## config.mk

```make
export PLATFORM = sky130hd
export DESIGN_NAME = mem_controller_ot
export DESIGN_NICKNAME = d
export VERILOG_FILES = /design/src/rtl/mem_ctrl_pkg.sv /design/src/rtl/mem_tag_table.sv /design/src/rtl/mem_controller_ot.sv
export SDC_FILE = /design/constraint.sdc
export NUM_CORES = 1
export LEC_CHECK = 0
export BUFFER_PORTS_ARGS = -buffer_cell sky130_fd_sc_hd__buf_4
export CORE_MARGIN = 2
export CORE_UTILIZATION = 54
export CTS_BUF_LIST = sky130_fd_sc_hd__clkbuf_4 sky130_fd_sc_hd__clkbuf_8
export CTS_CLUSTER_SIZE = 30
export DETAILED_ROUTE_END_ITERATION = 12
export MAX_ROUTING_LAYER = met4
export PLACE_DENSITY = 0.82
export SLEW_MARGIN = 20
export SYNTH_ARGS = -nofsm -noshare
export SYNTH_HDL_FRONTEND = slang
export SYNTH_SLANG_ARGS = --single-unit
```

## constraint.sdc

```tcl
create_clock -name clk -period 4.94 [get_ports clk]
set_clock_uncertainty 0.1 [all_clocks]
set_input_delay 0.494 -clock clk [delete_from_list [all_inputs] [get_ports clk]]
set_output_delay 0.494 -clock clk [all_outputs]
set_load 0.005 [all_outputs]
```

## src/rtl/mem_ctrl_pkg.sv

```systemverilog
// Shared constants for the outstanding-transaction memory controller.
// Holds the default word widths, the derived FIFO word widths, the bit
// positions of each field inside a request-FIFO word, and the encoding of
// the read/write flag. The package has no ports.
package mem_ctrl_pkg;

  localparam int DATA_WIDTH     = 32;
  localparam int ADDR_WIDTH     = 31;
  localparam int TID_WIDTH      = 16;

  localparam int REQ_WIDTH      = 1 + ADDR_WIDTH + DATA_WIDTH;
  localparam int DP_DATA_WIDTH  = TID_WIDTH + REQ_WIDTH;
  localparam int VPI_DATA_WIDTH = TID_WIDTH + DATA_WIDTH;

  // Layout of a request-FIFO word: {tid, rw, addr, data}, MSB first.
  localparam int TID_MSB  = DP_DATA_WIDTH - 1;
  localparam int TID_LSB  = REQ_WIDTH;
  localparam int RW_BIT   = REQ_WIDTH - 1;
  localparam int ADDR_MSB = ADDR_WIDTH + DATA_WIDTH - 1;
  localparam int ADDR_LSB = DATA_WIDTH;

  localparam logic RW_READ  = 1'b1;
  localparam logic RW_WRITE = 1'b0;

endpackage

```

## src/rtl/mem_tag_table.sv

```systemverilog
// Outstanding-transaction table.
// Tracks which backend tags are in use, remembers the originating TID and
// read/write flag of each in-flight transaction, and offers the lowest free
// tag for the next allocation.
// Ports:
//   clk, reset            clock and synchronous active-high reset
//   alloc_en/tid/rw       claim alloc_tag and record its TID and rw flag
//   free_en/free_tag      release a tag on a completed response
//   lookup_tag            tag whose entry is presented on lookup_*
//   any_free, alloc_tag   at least one free slot; lowest-index free slot
//   lookup_valid/tid/rw   contents of the slot named by lookup_tag
//   count                 number of allocated slots (registered)
module mem_tag_table #(
  parameter int MAX_OUTSTANDING = 8,
  parameter int TID_WIDTH       = 16,
  parameter int TAG_WIDTH       = $clog2(MAX_OUTSTANDING)
) (
  input  logic                 clk,
  input  logic                 reset,
  input  logic                 alloc_en,
  input  logic [TID_WIDTH-1:0] alloc_tid,
  input  logic                 alloc_rw,
  input  logic                 free_en,
  input  logic [TAG_WIDTH-1:0] free_tag,
  input  logic [TAG_WIDTH-1:0] lookup_tag,
  output logic                 any_free,
  output logic [TAG_WIDTH-1:0] alloc_tag,
  output logic                 lookup_valid,
  output logic [TID_WIDTH-1:0] lookup_tid,
  output logic                 lookup_rw,
  output logic [TAG_WIDTH:0]   count
);
  import mem_ctrl_pkg::*;

  logic [MAX_OUTSTANDING-1:0] valid_r;
  logic [MAX_OUTSTANDING-1:0] valid_nxt_s;
  logic [TID_WIDTH-1:0]       tid_r [MAX_OUTSTANDING];
  logic [MAX_OUTSTANDING-1:0] rw_r;
  logic [TAG_WIDTH:0]         count_r;

  // Scanning from the top down leaves the lowest clear bit as the result.
  function automatic logic [TAG_WIDTH-1:0] lowest_free(input logic [MAX_OUTSTANDING-1:0] v);
    lowest_free = {TAG_WIDTH{1'b0}};
    for (int i = MAX_OUTSTANDING - 1; i >= 0; i--) begin
      if (!v[i]) begin
        lowest_free = TAG_WIDTH'(i);
      end else begin
        lowest_free = lowest_free;
      end
    end
  endfunction

  function automatic logic [TAG_WIDTH:0] popcount(input logic [MAX_OUTSTANDING-1:0] v);
    popcount = {(TAG_WIDTH+1){1'b0}};
    for (int i = 0; i < MAX_OUTSTANDING; i++) begin
      popcount = popcount + (TAG_WIDTH+1)'(v[i]);
    end
  endfunction

  // Next bitmap. Allocation picks from the pre-edge bitmap, so the slot being
  // freed this cycle can never be the one allocated; it is reusable next cycle.
  always_comb begin
    valid_nxt_s = valid_r;
    if (free_en) begin
      valid_nxt_s[free_tag] = 1'b0;
    end else begin
      valid_nxt_s = valid_nxt_s;
    end
    if (alloc_en) begin
      valid_nxt_s[alloc_tag] = 1'b1;
    end else begin
      valid_nxt_s = valid_nxt_s;
    end
  end

  // Free-slot search and lookup of the responding slot.
  always_comb begin
    any_free     = ~(&valid_r);
    alloc_tag    = lowest_free(valid_r);
    lookup_valid = valid_r[lookup_tag];
    lookup_tid   = tid_r[lookup_tag];
    lookup_rw    = rw_r[lookup_tag];
    count        = count_r;
  end

  // Slot ownership bitmap and its registered occupancy count.
  always_ff @(posedge clk) begin
    if (reset) begin
      valid_r <= {MAX_OUTSTANDING{1'b0}};
      count_r <= {(TAG_WIDTH+1){1'b0}};
    end else begin
      valid_r <= valid_nxt_s;
      count_r <= popcount(valid_nxt_s);
    end
  end

  // Per-slot TID and rw storage; only read while the slot is valid.
  always_ff @(posedge clk) begin
    if (alloc_en) begin
      tid_r[alloc_tag] <= alloc_tid;
      rw_r[alloc_tag]  <= alloc_rw;
    end
  end

endmodule

```

## src/rtl/mem_controller_ot.sv

```systemverilog
// Memory controller with an outstanding-transaction table.
// Pops {tid, rw, addr, data} requests from a first-word-fall-through FIFO,
// allocates a backend tag, issues the request through a one-entry register,
// and maps out-of-order backend responses back to {tid, data} pushes on the
// response FIFO.
// Ports:
//   clk, reset                 clock and synchronous active-high reset
//   incoming_data/empty_signal request FIFO head and empty flag
//   read_ctr                   request FIFO pop
//   outgoing_data/write_ctr    response word and push; full_signal is FIFO full
//   be_req_*                   backend request channel (valid/ready)
//   be_rsp_*                   backend response channel (valid/ready)
//   outstanding_cnt            allocated slots
//   err_unknown_tag            sticky: response arrived for a free tag
module mem_controller_ot #(
  parameter int DATA_WIDTH      = mem_ctrl_pkg::DATA_WIDTH,
  parameter int ADDR_WIDTH      = mem_ctrl_pkg::ADDR_WIDTH,
  parameter int TID_WIDTH       = mem_ctrl_pkg::TID_WIDTH,
  parameter int MAX_OUTSTANDING = 8,
  parameter int TAG_WIDTH       = $clog2(MAX_OUTSTANDING),
  parameter int REQ_WIDTH       = 1 + ADDR_WIDTH + DATA_WIDTH,
  parameter int DP_DATA_WIDTH   = TID_WIDTH + REQ_WIDTH,
  parameter int VPI_DATA_WIDTH  = TID_WIDTH + DATA_WIDTH
) (
  input  logic                      clk,
  input  logic                      reset,
  input  logic [DP_DATA_WIDTH-1:0]  incoming_data,
  input  logic                      empty_signal,
  output logic                      read_ctr,
  output logic [VPI_DATA_WIDTH-1:0] outgoing_data,
  input  logic                      full_signal,
  output logic                      write_ctr,
  output logic                      be_req_valid,
  input  logic                      be_req_ready,
  output logic                      be_req_rw,
  output logic [ADDR_WIDTH-1:0]     be_req_addr,
  output logic [DATA_WIDTH-1:0]     be_req_data,
  output logic [TAG_WIDTH-1:0]      be_req_tag,
  input  logic                      be_rsp_valid,
  output logic                      be_rsp_ready,
  input  logic [TAG_WIDTH-1:0]      be_rsp_tag,
  input  logic [DATA_WIDTH-1:0]     be_rsp_data,
  output logic [TAG_WIDTH:0]        outstanding_cnt,
  output logic                      err_unknown_tag
);
  import mem_ctrl_pkg::*;

  logic [TID_WIDTH-1:0]  in_tid_s;
  logic                  in_rw_s;
  logic [ADDR_WIDTH-1:0] in_addr_s;
  logic [DATA_WIDTH-1:0] in_data_s;

  logic                  any_free_s;
  logic [TAG_WIDTH-1:0]  alloc_tag_s;
  logic                  lookup_valid_s;
  logic [TID_WIDTH-1:0]  lookup_tid_s;
  logic                  lookup_rw_s;

  logic                  pop_s;
  logic                  rsp_known_s;
  logic                  rsp_fire_s;

  logic                  req_v_r;
  logic                  req_rw_r;
  logic [ADDR_WIDTH-1:0] req_addr_r;
  logic [DATA_WIDTH-1:0] req_data_r;
  logic [TAG_WIDTH-1:0]  req_tag_r;
  logic                  err_r;

  assign in_tid_s  = incoming_data[DP_DATA_WIDTH-1 -: TID_WIDTH];
  assign in_rw_s   = incoming_data[REQ_WIDTH-1];
  assign in_addr_s = incoming_data[DATA_WIDTH +: ADDR_WIDTH];
  assign in_data_s = incoming_data[DATA_WIDTH-1:0];

  mem_tag_table #(
    .MAX_OUTSTANDING (MAX_OUTSTANDING),
    .TID_WIDTH       (TID_WIDTH),
    .TAG_WIDTH       (TAG_WIDTH)
  ) u_tag_table (
    .clk          (clk),
    .reset        (reset),
    .alloc_en     (pop_s),
    .alloc_tid    (in_tid_s),
    .alloc_rw     (in_rw_s),
    .free_en      (rsp_fire_s),
    .free_tag     (be_rsp_tag),
    .lookup_tag   (be_rsp_tag),
    .any_free     (any_free_s),
    .alloc_tag    (alloc_tag_s),
    .lookup_valid (lookup_valid_s),
    .lookup_tid   (lookup_tid_s),
    .lookup_rw    (lookup_rw_s),
    .count        (outstanding_cnt)
  );

  // Pop and response handshakes. A pop is allowed when the request register
  // is empty or draining this cycle, which lets requests stream one per cycle.
  // Unknown-tag responses are always accepted so they cannot stall the backend.
  always_comb begin
    pop_s       = !reset && !empty_signal && any_free_s && (!req_v_r || be_req_ready);
    rsp_known_s = be_rsp_valid && lookup_valid_s;
    rsp_fire_s  = !reset && rsp_known_s && !full_signal;
    read_ctr    = pop_s;
    write_ctr   = rsp_fire_s;
    if (lookup_valid_s) begin
      be_rsp_ready = !full_signal;
    end else begin
      be_rsp_ready = 1'b1;
    end
    if (rsp_known_s && !reset) begin
      outgoing_data = {lookup_tid_s,
                       (lookup_rw_s == RW_READ) ? be_rsp_data : {DATA_WIDTH{1'b0}}};
    end else begin
      outgoing_data = {VPI_DATA_WIDTH{1'b0}};
    end
  end

  // One-entry issue register; contents hold steady while valid and not ready.
  always_ff @(posedge clk) begin
    if (reset) begin
      req_v_r    <= 1'b0;
      req_rw_r   <= 1'b0;
      req_addr_r <= {ADDR_WIDTH{1'b0}};
      req_data_r <= {DATA_WIDTH{1'b0}};
      req_tag_r  <= {TAG_WIDTH{1'b0}};
    end else if (pop_s) begin
      req_v_r    <= 1'b1;
      req_rw_r   <= in_rw_s;
      req_addr_r <= in_addr_s;
      req_data_r <= in_data_s;
      req_tag_r  <= alloc_tag_s;
    end else if (req_v_r && be_req_ready) begin
      req_v_r    <= 1'b0;
    end
  end

  // Sticky flag for responses naming a slot that is not in flight.
  always_ff @(posedge clk) begin
    if (reset) begin
      err_r <= 1'b0;
    end else if (be_rsp_valid && !lookup_valid_s) begin
      err_r <= 1'b1;
    end
  end

  assign be_req_valid    = req_v_r;
  assign be_req_rw       = req_rw_r;
  assign be_req_addr     = req_addr_r;
  assign be_req_data     = req_data_r;
  assign be_req_tag      = req_tag_r;
  assign err_unknown_tag = err_r;

endmodule
```

; Word level (Yosys, flattened, before mapping)
; Memory sizes are Yosys's and may differ from the RTL's.
; Index checks and enable logic that the tools add are counted.
[classes]
addsub = 7
order_cmp = 4
mux = 26
n_bitwise = 4
reduce_logical = 18
[ops]
columns = operator, count
row1 = 48-bit 2-to-1 mux, 1
row2 = 32-bit 2-to-1 mux, 1
row3 = 4-bit by 1-bit adder with 4-bit output, 6
row4 = 3-bit 2-to-1 mux, 8
row5 = 8-bit 2-to-1 mux, 2
row6 = 1-bit logical AND, 10
row7 = 1-bit 2-to-1 mux, 9
row8 = 8-bit AND, 1
row9 = 8-bit bitwise mux, 1
row10 = 3-bit by 4-bit < comparator with 1-bit output (second input constant), 2
row11 = 8-bit NOT, 1
row12 = 8-bit bitwise OR, 1
row13 = 8-bit AND reduction, 1
row14 = 1-bit binary-select mux with 3-bit select, 2
row15 = 1-bit demux with 3-bit select, 2
row16 = 3-bit by 1-bit >= comparator with 1-bit output (second input constant), 2
row17 = 1-bit zero test, 5
row18 = 1-bit by 1-bit adder with 2-bit output, 1
row19 = 2-bit nonzero test, 1
row20 = 1-bit logical OR, 1
row21 = 1-bit NOT, 1
[totals]
ff_bits = 89
ramBits = 128
inputBits = 121
out_inout_bits = 124
elab_cells = 69
memories = 1
[memory_table]
columns = name, depth, width, read_ports, rd_clocked_by_memory_dff, write_ports, line_no
row1 = u_tag_table.tid_r, 8, 16, 1, 0, 1, mem_tag_table.sv:37  ; logic [TID_WIDTH-1:0] tid_r [MAX_OUTSTANDING];

; Depth between registers and ports, before layout
; Gate-level depths: netlist of run 1.
[depth]
depth_word = 21
mapped_depth = 15
depth_no_buf = 14

; Hierarchy
; From an unflattened synthesis of run 1, not the netlist that was laid out.
[unflattened]
cells_unflattened = 659
hier_area_um2 = 9394.0
[modules_own_cells]
columns = module, n_inst, cells_per_inst, area_per_inst_um2, seq_area_each_um2
row1 = mem_tag_table, 1, 298, 5957.0, 4324.1
row2 = mem_controller_ot, 1, 361, 3437.0, 1381.3

; Worst setup path before layout of run 1
; No wires, ideal clock.
[synth_path]
kind = input to register
startpoint = input port be_rsp_tag[0]
endpoint = register u_tag_table.count_r[1], in the netlist u_tag_table.count[1]
setup_ns = 0.065
arrival_ns = 4.197
required_time_ns = 4.775
slack_ns = 0.578
cell_stages = 14
path_buffers = 1
path_cell_list = buf_6 > mux2i_1 > mux4_2 > nor2_1 > a21oi_1 > ha_1 > fa_1 > inv_1 > fa_1 > inv_1 > fa_1 > inv_1 > fa_1 > nor2_1
[synth_via]
word_cells_on_any_way = 22
classes_between = add/sub: 7 / order compare: 2 / mux: 6 / bitwise: 3 / reduce/logical: 4
[synth_rtl]
columns = element, line_no
row1 = from (decl), mem_controller_ot.sv:41  ; input logic [TAG_WIDTH-1:0] be_rsp_tag,
row2 = 1-bit binary-select mux with 3-bit select *, mem_tag_table.sv:80  ; lookup_valid = valid_r[lookup_tag];
row3 = 1-bit 2-to-1 mux (implied by the code) *, mem_tag_table.sv:80
row4 = 1-bit logical AND *, mem_controller_ot.sv:101  ; rsp_known_s = be_rsp_valid && lookup_valid_s;
row5 = 1-bit logical AND * (2 in a row), mem_controller_ot.sv:102  ; rsp_fire_s = !reset && rsp_known_s && !full_signal;
row6 = named net write_ctr, mem_controller_ot.sv:32  ; output logic write_ctr,
row7 = 8-bit 2-to-1 mux *, mem_tag_table.sv:64  ; if (free_en) begin
row8 = 8-bit bitwise OR (no line), -
row9 = 8-bit 2-to-1 mux *, mem_tag_table.sv:69  ; if (alloc_en) begin
row10 = named net u_tag_table.valid_nxt_s[0], mem_tag_table.sv:36  ; logic [MAX_OUTSTANDING-1:0] valid_nxt_s;
row11 = 1-bit by 1-bit adder with 2-bit output *, mem_tag_table.sv:56  ; popcount = popcount + (TAG_WIDTH+1)'(v[i]);
row12 = 4-bit by 1-bit adder with 4-bit output * (6 in a row), mem_tag_table.sv:56
row13 = to (signal assigned), mem_tag_table.sv:90  ; count_r <= {(TAG_WIDTH+1){1'b0}};
row14 = to (signal assigned), mem_tag_table.sv:93  ; count_r <= popcount(valid_nxt_s);
row15 = to (decl), mem_tag_table.sv:39  ; logic [TAG_WIDTH:0] count_r;
; Mark *: on every way through the listed nets, which the timed path passes. The rest lies on a longest branch. The select of a mux whose other input is x is not followed.
; A chain may end at the register's enable or synchronous reset.

; Worst setup path after layout of run 1
[layout_path]
startpoint = register u_tag_table.valid_r[2]
endpoint = register u_tag_table.count_r[1], in the netlist u_tag_table.count[1]
[layout_via]
elab_chain_len = 16
word_cells_on_any_way = 28
classes_between = add/sub: 7 / order compare: 2 / mux: 9 / bitwise: 3 / reduce/logical: 7
[layout_rtl]
columns = element, line_no
row1 = from (decl), mem_tag_table.sv:35  ; logic [MAX_OUTSTANDING-1:0] valid_r;
row2 = from (signal assigned), mem_tag_table.sv:89  ; valid_r <= {MAX_OUTSTANDING{1'b0}};
row3 = from (signal assigned), mem_tag_table.sv:92  ; valid_r <= valid_nxt_s;
row4 = 3-bit 2-to-1 mux (3 in a row), mem_tag_table.sv:45  ; if (!v[i]) begin
row5 = 3-bit by 4-bit < comparator with 1-bit output (implied by the code) or 3-bit by 1-bit >= comparator with 1-bit output (tied branches), mem_tag_table.sv:70  ; valid_nxt_s[alloc_tag] = 1'b1;
row6 = 1-bit logical AND (implied by the code), mem_tag_table.sv:70
row7 = 1-bit 2-to-1 mux (implied by the code), mem_tag_table.sv:70
row8 = 1-bit demux with 3-bit select, -
row9 = 8-bit bitwise OR (no line), -
row10 = 8-bit 2-to-1 mux *, mem_tag_table.sv:69
row11 = named net u_tag_table.valid_nxt_s[1], mem_tag_table.sv:36
row12 = 1-bit by 1-bit adder with 2-bit output *, mem_tag_table.sv:56
row13 = 4-bit by 1-bit adder with 4-bit output * (6 in a row), mem_tag_table.sv:56
; Marks and branches as above.

==> results.md, run 1 <==
- Status: complete, no violations
- Final HPWL from detailed placement: 14.0 mm
- Net Switching: 876 uW
- Number of global-route vias before repair: around 6500
- Total grt overflow: 0
- Clock Tree Buf Depth: 3
- Setup CP Type: reg2reg
- Nets: approximately 1100
- First-pass GRT wire length: between 30 and 40 mm
- RePlAce Congestion: 0.918
- CP max-delay cell: mux4_2
- Hold WS: around 0.098 ns
- Metal-1 WL: approximately 8 mm
- Arrival time worst endpoint: around 4.7 ns
- CTS Buf Count: 35
- Req. time, crit path: ~5.3 ns
- Asr flop ratio synth: 0%
- Flop2flop setup slack: 0.63 ns
- Most Frequent Cell on Critical Path: fa_1
- First-pass detailed-route iteration total: 4
- Most frequent cells in the layout: buf_4 (257), edfxtp_1 (136), dfxtp_1 (81), inv_1 (76), nand3b_1 (70)
- Worst path bufs/invs: 3
- Top Ports: between 200 and 250
- DR WL met2: 11.2 mm
- RSZ-0062 raised after global routing: no
- Reg-to-reg startpoint: u_tag_table.valid_r[2]$_SDFF_PP0_
- CP Depth: 13
- EDFF count, synth: around 140
- Max Fanout on Critical Path: 8
- Drt total wl: about 22 mm
- Total global-route track usage: between 20% and 30%
- Crit share post-route: 87.2%
- Port buffer count: roughly 240
- Sequential share of the synthesized area: approximately two thirds
- Initial antenna violation count: 0
- Final Hold Vio Count: 0
- Clk slew on worst S/H paths: 0.07 ns
- Total of warnings raised by yosys: 0
- CTS sink count: roughly 220
- Register share of total power: 52.4%
- Root Buffer: clkbuf_8
- Crit path max-delay family: adder cells
- Vias per inst: roughly 5.5
- Multi-input gate area: between 2000 and 3000 sq um
- Synthesis-to-layout area growth: 30.1%
- H-tree Lvls: 2
- CTS tree: done
- Final core occ: roughly 70%
- Combinational Power Share: 8.6%
- Critical Path Sink Type: flip-flop
- Crit path launch: u_tag_table.valid_r[2]$_SDFF_PP0_
- Synth area leader: edfxtp_1
- Min Tclk post-route: approximately 4.3 ns
- R2r endpoint: u_tag_table.count[1]$_SDFF_PP0_
- Switching share of power: about 23%
- Worst skew pair latency: about 0.52 ns
- Share of layout cells above drive strength 1: a little under two fifths
- Count of cell types in the netlist: 45
- Initial Util: 55.4%
- Leakage: about 4.5 nW
- Initial DRC count: about 440
- Primary FF master, synth: edfxtp_1
- Hold_buf cts: 0
- Post-CTS sizing: 0
- Syn nets: around 820
- Core Region: approximately 16000 sq um
- Pwr Density: between 300 and 400 nW/um^2
- Peak per-stage delay on the critical path: between 0.5 and 0.6 ns
- Slew margin rel.: 28.4%
- Die W: approximately 130 microns
- Ant. Diodes: 0
- Peak supply drop: 0.293 mV
- WL per Instance: roughly 19 microns
- Max capacitance violation total: 0
- Die area: about 17000 sq um
- Int Power: between 2 and 3 mW
- HP Class: in2reg
- # fillers: between 1000 and 1500
- FF+latch count, synth: 217
- Mapped Cells: around 690
- Setup violators final: 0
- Commonest non-fill, non-tap cell in the layout: buf_4
- Total number of vias: 6446
- Startpoint type of the worst setup path: flip-flop
- Clock power share: 39.0%
- Met3 wire length: approximately 2.3 mm
- Fin. max-slew vios: 0
- Cells on worst reg2reg path: 13
- DR top layer: met4
- Register Area: 5710 sq um
- Top post-synthesis cells by area: edfxtp_1 (46%), dfxtp_1 (18%), nand3b_1 (6.0%), o21ai_0 (3.9%), inv_1 (3.2%)
- Post-detailed-route count of antenna-violating nets: 0
- Post-CTS setup repair buffer count: 0
- Die H: around 130 microns
- F_max: approximately 230 MHz
- Avg Cell Area, Syn: 12.8 sq um
- Pin count of the biggest net entering global routing: approximately 130
- CP Cell Sequence: mux2i_1, mux4_2, nor2_1, a31oi_1, ha_1, fa_1, inv_1, fa_1, inv_1, fa_1, inv_1, fa_1, nor2_1
- Mapped cell area: approximately 9000 sq um
- Synth top area share: between 40% and 50%
- Crit path to: u_tag_table.count[1]$_SDFF_PP0_
- Setup tns final: 0 ns
- DRC viols: 0
- # rows: 46
- Slew @ Worst Pin: 1.07 ns
cell usage after synthesis (2+ instances only):
cell type,instances
or3_1,2
inv_1,76
nand3_1,2
nor3b_1,13
o22a_1,18
ha_1,3
nand2b_1,3
o32ai_1,4
buf_1,6
o21ai_0,68
fa_1,4
clkbuf_1,36
edfxtp_1,136
a21boi_0,2
a21oi_1,9
buf_6,5
nor2b_1,4
buf_2,3
o22ai_1,34
a211oi_1,3
o221ai_1,16
nand3b_1,70
nand2_1,4
nor3_1,7
nand4_1,2
dfxtp_1,81
a31oi_1,3
o211ai_1,2
nor2_1,15
nor4_2,16
or3b_2,3
nor3b_2,20
mux2i_1,6
worst min-delay path by stage:
stage                                     startpoint                            endpoint  slack [ns]  depth (start not counted)
final                              incoming_data[76]  u_tag_table.tid_r[4][12]$_DFFE_PP_         0.1                          1
after global routing               incoming_data[67]   u_tag_table.tid_r[0][3]$_DFFE_PP_        0.08                          1
after CTS                          incoming_data[74]  u_tag_table.tid_r[0][10]$_DFFE_PP_        0.08                          1
after detailed placement  be_req_tag[1]$_SDFFE_PP0P_          be_req_tag[1]$_SDFFE_PP0P_        0.36                          2
after global placement    be_req_tag[1]$_SDFFE_PP0P_          be_req_tag[1]$_SDFFE_PP0P_        0.35                          2
after floorplan           be_req_tag[1]$_SDFFE_PP0P_          be_req_tag[1]$_SDFFE_PP0P_        0.35                          2
cells by family (layout without fill, tap and decap cells):
family / count (synthesis) / in the layout / share of synthesized area [%]
compound gates: 163 / 163 / 11.8
mux: 7 / 7 / 0.939
xor+xnor: 1 / 1 / 0.0996
flops: 217 / 217 / 64.8
fa+ha+maj: 7 / 7 / 1.34
buf+inv: 126 / 391 / 5.84
simple gates: 167 / 167 / 15.1
final cells by class:
type,count,area share [%]
Timing Repair Buffer,258,16.9
Tap cell,216,2.36
Sequential cell,217,49.8
Multi-Input combinational cell,345,22.6
Clock buffer,46,4.93
Inverter,76,2.49
Clock inverter,11,0.830
metal layers:
metal / vias up / global-route usage, %
met5: - / -
met4: 0 / 9.06
met3: 46 / 8.41
met2: 334 / 43.1
met1: 3034 / 29.7
li1: 3032 / -
power by group through the flow:
stage	sequential (mW)	clock, mW	combinational, mW
finish	2.01	1.49	0.331
global route	2.01	1.60	0.364
global placement	2.04	0	0.325
detailed placement	2.04	0	0.331
CTS	2.01	1.52	0.333
floorplan	2.04	0	0.137
flip-flops by register name (all words and copies together) (netlist names), 3 cells and up:
name / flops
u_tag_table.tid_r: 128
u_tag_table.valid_r: 8
be_req_addr: 31
u_tag_table.count: 4
be_req_data: 32
u_tag_table.rw_r: 8
be_req_tag: 3
stage by stage:
step | worst slack, ns | instances | instance area (sq um) | power, mW
final | 0.634 | 1169 | 11500 | 3.83
after CTS | 0.663 | 1169 | 11400 | 3.86
after global routing | 0.464 | 1169 | 11500 | 3.97
after global placement | 0.494 | 1112 | 10800 | 2.37
after detailed placement | 0.409 | 1112 | 10800 | 2.37
after floorplan | 0.578 | 688 | 8800 | 2.18
worst register-to-register path: stages, from the launching register on:
cell     delay (ns)
dfxtp_1        0.49
mux2i_1        0.12
mux4_2         0.58
nor2_1         0.31
a31oi_1        0.14
ha_1           0.31
fa_1           0.54
inv_1          0.06
fa_1           0.54
inv_1          0.06
fa_1           0.43
inv_1          0.08
fa_1           0.40
nor2_1         0.08
Power figures use the tool's default switching activity.
==> run 2: changes to the inputs <==
- PLACE_DENSITY: 0.82 -> default
- PLACE_DENSITY_LB_ADDON: default -> 0.15
==> run 2 against run 1 <==
- first-iteration DRC count shrank 5.6%
- non-clock buffer count is the same
- via count grew 0.61%
- sequential share of layout area shrank 0.22 points
- critical path depth is the same
- hold slack lost 0.0061 ns
- critical endpoint unchanged
- utilization grew 0.32 points
==> results.md, run 2 (synthesized netlist as in run 1, its figures left out) <==
- Status: complete, no violations (unchanged)
- DRC viols: 0 (unchanged)
- Root Buffer: clkbuf_8 (unchanged)
- Pwr Density: 334 nW/um^2 (about the same)
- First-pass detailed-route iteration total: 4 (unchanged)
- Worst skew pair latency: 0.51 ns (was 0.52 ns)
- CTS tree: done (unchanged)
- RePlAce Congestion: 0.869 (was 0.918)
- Pin count of the biggest net entering global routing: 111 (was 134)
- F_max: 233 MHz (was 232 MHz)
- RSZ-0062 raised after global routing: no (unchanged)
- Req. time, crit path: 5.29 ns (about the same)
- CP max-delay cell: mux4_2 (unchanged)
- Setup CP Type: reg2reg (unchanged)
- Setup violators final: 0 (unchanged)
- Drt total wl: 22.5 mm (was 22.2 mm)
- Ant. Diodes: 0 (unchanged)
- Register share of total power: 52.2% (was 52.4%)
- Critical Path Sink Type: flip-flop (unchanged)
- Post-detailed-route count of antenna-violating nets: 0 (unchanged)
- Multi-input gate area: 2600 sq um (was 2590 sq um)
- Slew @ Worst Pin: 1.06 ns (was 1.07 ns)
- Net Switching: 885 uW (was 876 uW)
- Hold_buf cts: 0 (unchanged)
- Final HPWL from detailed placement: 14.5 mm (was 14.0 mm)
- Initial antenna violation count: 0 (unchanged)
- Initial DRC count: 418 (was 443)
- Arrival time worst endpoint: 4.65 ns (about the same)
- Max Fanout on Critical Path: 8 (unchanged)
- Slew margin rel.: 28.9% (was 28.4%)
- Combinational Power Share: 8.6% (about the same)
- Clk slew on worst S/H paths: 0.07 ns (about the same)
- Clock power share: 39.2% (was 39.0%)
- Hold WS: 0.0924 ns (was 0.0985 ns)
- Fin worst setup slack: 0.647 ns (was 0.634 ns)
- # fillers: 1131 (was 1128)
- Leakage: 4.55 nW (was 4.54 nW)
- Hold Path Cell Cnt: 1 (unchanged)
- Nets: 1062 (was 1061)
- Final core occ: 72.4% (was 72.1%)
- Largest register FFs: 128 (unchanged)
- Die H: 132 microns (unchanged)
- HP Class: in2reg (unchanged)
- Commonest non-fill, non-tap cell in the layout: buf_4 (unchanged)
- Crit share post-route: 86.9% (was 87.2%)
- Port buffer count: 244 (unchanged)
- Int Power: 2.96 mW (was 2.95 mW)
- Die area: 17300 sq um (unchanged)
- Setup tns final: 0 ns (unchanged)
- Vias per inst: 5.51 (about the same)
- Total grt overflow: 0 (unchanged)
- Post-CTS setup repair buffer count: 0 (unchanged)
- Number of global-route vias before repair: 6684 (was 6538)
- Synthesis-to-layout area growth: 30.7% (was 30.1%)
- Pre-CTS setup slack: 0.402 ns (was 0.409 ns)
- Peak supply drop: 0.220 mV (was 0.293 mV)
- H-tree Lvls: 2 (unchanged)
- Register Area: 5710 sq um (unchanged)
- Most frequent cells in the layout: buf_4 (257), edfxtp_1 (136), dfxtp_1 (81), inv_1 (76), nand3b_1 (70) (unchanged)
- WL per Instance: 19.1 microns (was 19.0 microns)
- Top Ports: 245 (unchanged)
- Startpoint type of the worst setup path: flip-flop (unchanged)
- Die W: 132 microns (unchanged)
- Cells on worst reg2reg path: 13 (unchanged)
- Largest register by flop count: u_tag_table.tid_r (unchanged)
- Share of layout cells above drive strength 1: 37.5% (was 37.6%)
- Overall power: 3.85 mW (was 3.83 mW)
- Max capacitance violation total: 0 (unchanged)
- Fin. max-slew vios: 0 (unchanged)
- Clock Tree Buf Depth: 3 (unchanged)
- Final Hold Vio Count: 0 (unchanged)
- Switching share of power: 23.0% (was 22.9%)
- CTS Buf Count: 36 (was 35)
- CP Cell Sequence: mux2i_1, mux4_2, nor2_1, a31oi_1, ha_1, fa_1, inv_1, fa_1, inv_1, fa_1, inv_1, fa_1, nor2_1 (unchanged)
- Min Tclk post-route: 4.29 ns (was 4.31 ns)
- Total global-route track usage: 26.3% (was 26.0%)
- Peak per-stage delay on the critical path: 0.58 ns (about the same)
- Post-CTS sizing: 0 (unchanged)
- First-pass GRT wire length: 34.8 mm (was 34.3 mm)
- Most Frequent Cell on Critical Path: fa_1 (unchanged)
- # rows: 46 (unchanged)
- Core Region: 15900 sq um (unchanged)
- CTS sink count: 217 (unchanged)
- Total number of vias: 6485 (was 6446)
- Initial Util: 55.4% (unchanged)
run 2: final cells by class:
cell class | instances | area share, %
clock buffers | 50 | 5.33
well taps | 216 | 2.35
flip-flops and latches | 217 | 49.6
multi-input cells | 345 | 22.6
repair buffers | 258 | 16.9
inverters | 76 | 2.48
clock inverters | 16 | 0.729
run 2: path summary, 6_finish.rpt:
| kind | slack (ns) | from | endpoint |
|---|---|---|---|
| setup / recovery | 0.65 | u_tag_table.valid_r[2]$_SDFF_PP0_ | u_tag_table.count[1]$_SDFF_PP0_ |
| hold / removal | 0.09 | incoming_data[78] | u_tag_table.tid_r[0][14]$_DFFE_PP_ |
| setup reg to reg | 0.65 | u_tag_table.valid_r[2]$_SDFF_PP0_ | u_tag_table.count[1]$_SDFF_PP0_ |
| hold reg to reg | 0.37 | err_unknown_tag$_SDFFE_PP0P_ | err_unknown_tag$_SDFFE_PP0P_ |
run 2: stage by stage:
step,instances,cell area (sq um)
3_5_place_dp,1111,10800
5_1_grt,1178,11500
3_3_place_gp,1111,10800
4_1_cts,1177,11500
2_1_floorplan,688,8800
6_report,1178,11500
run 2: per-layer routing:
layer / share of wire, % / track usage (%)
met1: 39 / 30.4
met5: 0 / -
met2: 51 / 44.1
met3: 8.1 / 7.41
met4: 2.3 / 9.30
run 2: worst max-delay path, delay by kind of cell (launching register included):
kind                     cells  cell delay, ns
AND/OR/NAND/NOR              2            0.39
adder cells (fa/ha/maj)      5            2.23
multiplexers                 2            0.69
AO/OA/AOI/OAI                1            0.14
buffers and inverters        3            0.20
flip-flops                   1            0.49
run 2: power groups by stage:
stage	sequential [mW]	combinational, mW	clock, mW
2_1_floorplan	2.04	0.137	0
5_1_grt	2.01	0.362	1.62
4_1_cts	2.01	0.334	1.54
3_5_place_dp	2.04	0.332	0
3_3_place_gp	2.04	0.321	0
6_report	2.01	0.331	1.51
